File: config.mk
export PLATFORM = sky130hd
export DESIGN_NAME = hazard_stall_ctrl
export DESIGN_NICKNAME = d
export VERILOG_FILES = /design/src/rtl/hazard_stall_ctrl.sv
export SDC_FILE = /design/constraint.sdc
export NUM_CORES = 1
export LEC_CHECK = 0
export BUFFER_PORTS_ARGS = -buffer_cell sky130_fd_sc_hd__clkbuf_2
export CAP_MARGIN = 10
export CORE_MARGIN = 10
export CORE_UTILIZATION = 23
export DETAILED_ROUTE_END_ITERATION = 8
export GPL_TIMING_DRIVEN = 0
export HOLD_SLACK_MARGIN = 0.1
export PLACE_DENSITY = 0.47
export SLEW_MARGIN = 20
export SYNTH_ARGS = -nofsm -noshare
export SYNTH_HDL_FRONTEND = slang
export SYNTH_SLANG_ARGS = --single-unit
File: constraint.sdc
create_clock -name clk_i -period 4.6 [get_ports clk_i]
set_input_delay 0.23 -clock clk_i [delete_from_list [all_inputs] [get_ports clk_i]]
set_output_delay 0.23 -clock clk_i [all_outputs]
set_load 0.02 [all_outputs]
File: src/rtl/hazard_stall_ctrl.sv
// Pipeline hazard/stall controller: load-use bubbles, memory-wait freezes, timeout error.
// Latency: stall outputs are combinational (zero cycle); state, error flag and counter are registered.
// Backpressure: a pending memory access freezes the back end and holds PC/IF-ID; an error freezes forever.
module hazard_stall_ctrl #(
  parameter int TIMEOUT = 255,
  parameter int CNT_W   = 16
) (
  input  logic             clk_i,
  input  logic             rst_i,
  input  logic [4:0]       ID_Rs1_i,
  input  logic [4:0]       ID_Rs2_i,
  input  logic             ID_UseRs1_i,
  input  logic             ID_UseRs2_i,
  input  logic             EX_MemRead_i,
  input  logic [4:0]       EX_Rd_i,
  input  logic             MEM_Req_i,
  input  logic             MEM_Ack_i,
  output logic             PC_Write_o,
  output logic             IF_ID_Write_o,
  output logic             NoOp_o,
  output logic             Freeze_o,
  output logic             Mem_Err_o,
  output logic [CNT_W-1:0] Stall_Cnt_o
);

  typedef enum logic [1:0] {
    RUN      = 2'd0,
    MEM_WAIT = 2'd1,
    ERROR    = 2'd2
  } state_t;

  // 17 bits so the largest legal TIMEOUT compares without truncation.
  localparam logic [16:0] TIMEOUT_L = 17'(TIMEOUT);

  state_t           state;
  logic [15:0]      wait_cnt;
  logic [16:0]      wait_nxt;
  logic [CNT_W-1:0] stall_cnt;
  logic             lu;
  logic             ms;

  // Hazard detection; an error state keeps the memory stall asserted permanently.
  always_comb begin
    lu = EX_MemRead_i && (EX_Rd_i != 5'd0) &&
         ((ID_UseRs1_i && (ID_Rs1_i == EX_Rd_i)) ||
          (ID_UseRs2_i && (ID_Rs2_i == EX_Rd_i)));
    ms = (state == ERROR) || (MEM_Req_i && !MEM_Ack_i);
    wait_nxt = {1'b0, wait_cnt} + 17'd1;
  end

  // Stall outputs: freeze beats bubble; while in reset the pipeline runs freely.
  always_comb begin
    PC_Write_o    = 1'b1;
    IF_ID_Write_o = 1'b1;
    NoOp_o        = 1'b0;
    Freeze_o      = 1'b0;
    if (rst_i) begin
      if (ms) begin
        PC_Write_o    = 1'b0;
        IF_ID_Write_o = 1'b0;
        Freeze_o      = 1'b1;
      end else if (lu) begin
        PC_Write_o    = 1'b0;
        IF_ID_Write_o = 1'b0;
        NoOp_o        = 1'b1;
      end
    end
  end

  // Memory wait FSM with timeout; ERROR is left only through reset.
  always_ff @(posedge clk_i or negedge rst_i) begin
    if (!rst_i) begin
      state    <= RUN;
      wait_cnt <= '0;
    end else begin
      case (state)
        RUN: begin
          if (MEM_Req_i && !MEM_Ack_i) begin
            state    <= MEM_WAIT;
            wait_cnt <= '0;
          end
        end
        MEM_WAIT: begin
          if (MEM_Ack_i || !MEM_Req_i) begin
            state <= RUN;
          end else begin
            wait_cnt <= wait_nxt[15:0];
            if (wait_nxt >= TIMEOUT_L) begin
              state <= ERROR;
            end
          end
        end
        ERROR:   state <= ERROR;
        default: state <= RUN;
      endcase
    end
  end

  // Saturating count of cycles in which the PC was held (one per cycle, however many causes).
  always_ff @(posedge clk_i or negedge rst_i) begin
    if (!rst_i) begin
      stall_cnt <= '0;
    end else if (!PC_Write_o && (stall_cnt != {CNT_W{1'b1}})) begin
      stall_cnt <= stall_cnt + CNT_W'(1);
    end
  end

  assign Mem_Err_o   = (state == ERROR);
  assign Stall_Cnt_o = stall_cnt;

endmodule

==> run metrics <==
status complete, no violations; # diodes 0; CTS clk-pin slew, worst paths 80 ps; upper clock frequency limit 381.5 MHz; routed len/inst 13.89 um; Top FF cell, synth dfrtp_1; clock buffer depth 2; setup violators final 0; skew final 4.346 ps; Vias 1913; critical path class in -> out; Area growth, synth to finish 21.25%; Worst VDD drop 0.0001163 V; RSZ-0062 raised after global routing no; Post-Route WL 5583 um; Routability Congestion 0.8229; DP HPWL 4193 um; MaxCap Viol Count 0; Worst Tran Pin Value 918.9 ps; Root Buffer clkbuf_8; most common cell in the netlist dfrtp_1; Final nets 315; worst-path fanout max 36; Tcrit/Tclk final 0.5699; cell taking the most area after synthesis dfrtp_1; max-slew violation count 0; Final min period 2622 ps; clk sink count 34; PD cells 342.3 mW/mm^2; cells resized by post-CTS repair 0; Vias/cell 4.759; register area share after synthesis 0.3981; H-Tree Level Count 2; top cell type's share of synthesized area 0.3981; most common library cells after synthesis dfrtp_1 (34), nand2_1 (28), xnor2_1 (24); starting density of the core 0.2335; count of yosys warnings during synthesis 0; ranking of synthesized cells by area dfrtp_1 (40%), xnor2_1 (9.8%), nand2_1 (4.9%), nand4_1 (4.4%), o21ai_0 (4.2%); CP Data Arrival Time 2390 ps; Die Y 116.4 um; Slew HR 0.3874; CTS tree built; vias in the first global route 1839; Syn Std Cell Area 0.002137 mm^2; Core Util, Final 0.2831; syn nets 265; DRC Markers 0; dpl ws 2216 ps; element type at the critical path end output port; GRT Overall Usage 0.08260; Initial DRC Count 101; latest clock arrival within the worst-skew pair 290 ps; Seq cells post-synth 34; Inserted Clock Buffers 5; Hold WC Path Type reg -> reg; Post-synth EDFFs 0; total gr overflow 0; number of port buffers 42; Setup TNS 0 ps; Syn Inst Count 240; Antenna Violating Nets Remaining 0; die width 116.4 um; static leakage 1.098 nW; Hold WS 488.5 ps; final setup margin 1978 ps; core area 0.009153 mm^2; library cells used by synthesis 41; largest net degree at the start of global routing 37; std cell rows 35; die area 0.01355 mm^2; startpoint types input port; total I/O pin count 43; WP data required 4370 ps; post-synthesis async set-or-reset flop share 1.000; DRT Pass-1 Iters 4; layout cell share with drive strength beyond 1 0.2199; antenna violations before repair 0; Mapped Avg Cell Area 8.904 um^2; first-pass GRT wire length 9052 um; Final Hold Fails 0
-- layer usage --
| layer | part of all wire | up-vias | GRT usage |
|---|---|---|---|
| li1 | - | 972 | - |
| met1 | 0.46 | 903 | 0.1015 |
| met2 | 0.47 | 33 | 0.1350 |
| met3 | 0.059 | 5 | 0.02568 |
| met4 | 0.0072 | 0 | 0.02502 |
| met5 | 0 | - | 0 |
-- final cells by class --
class,instances,area (um^2)
well taps,111,138.9
plain buffers,13,65.06
inverters,5,18.77
repair buffers,43,220.2
clock buffers,6,82.58
flip-flops and latches,34,850.8
multi-input cells,188,1202
fillers,974,6561
clock inverters,2,12.51
-- registers in the layout, summed over array words and instances, names as in the netlist --
register / count
Stall_Cnt_o: 16
wait_cnt: 16
state: 2
-- critical path: stages --
cell and delay [ps]:
dlygate4sd3_1 520, clkbuf_2 700, a21boi_1 440, a21oi_1 160
buf_4 170, clkbuf_2 140
-- cell usage in the layout, fill, tap and decap left out, drive strengths merged, types with 2 or more instances in the layout --
| cell | instances |
|---|---|
| o31ai | 2 |
| nand2 | 28 |
| ha | 3 |
| dfrtp | 34 |
| a21oi | 6 |
| o22ai | 2 |
| a22o | 7 |
| and3 | 5 |
| a21boi | 2 |
| buf | 6 |
| mux2i | 3 |
| nor3 | 8 |
| xnor2 | 24 |
| o32a | 3 |
| or3 | 3 |
| nand2b | 5 |
| inv | 5 |
| o21ai | 18 |
| clkbuf | 55 |
| nor2 | 13 |
| mux2 | 3 |
| nand4 | 15 |
| and4 | 7 |
| xor2 | 3 |
| nand3 | 17 |
-- through the flow --
stage | cell area [um^2] | power (W) | instances
final | 2591 | 0.0008871 | 402
after global routing | 2591 | 0.0009489 | 402
after CTS | 2591 | 0.0009038 | 402
after detailed placement | 2486 | 0.0006538 | 393
after global placement | 2486 | 0.0006510 | 393
after floorplan | 2137 | 0.0005579 | 240
-- power breakdown --
part	total (W)	switching, W	internal [W]
registers	0.000382	0.0000428	0.000339
clock network	0.000244	0.000123	0.000121
logic	0.000262	0.000164	0.0000976
-- path summary, 6_finish.rpt --
| path | startpoint | to | slack (ps) | cells past startpoint |
|---|---|---|---|---|
| min reg2reg | Stall_Cnt_o[10] | Stall_Cnt_o[10] | 490 | 1 |
| max in group asynchronous | rst_i | Stall_Cnt_o[11] | 3420 | 2 |
| max | rst_i | PC_Write_o | 1980 | 6 |
| max reg2reg | wait_cnt[1] | state[1] | 2320 | 7 |
| min in group asynchronous | rst_i | Stall_Cnt_o[9] | 600 | 2 |
| min | Stall_Cnt_o[10] | Stall_Cnt_o[10] | 490 | 1 |
-- cells by family (layout without fill, tap and decap cells) --
logic type,Yosys count,in the layout,share of synthesized area
simple gates,106,106,0.2588
mux,6,6,0.02986
xor+xnor,27,27,0.1107
buf+inv,18,69,0.03923
fa+ha+maj,3,3,0.01757
flops,34,34,0.3981
compound gates,46,46,0.1458
-- timing repair --
item                                    4_1_cts  5_1_grt
hold endpoints to repair                     14        0
setup buffers                                 0        0
hold buffers                                  1        0
endpoints found under the setup margin        0        0
Power figures use the tool's default switching activity.
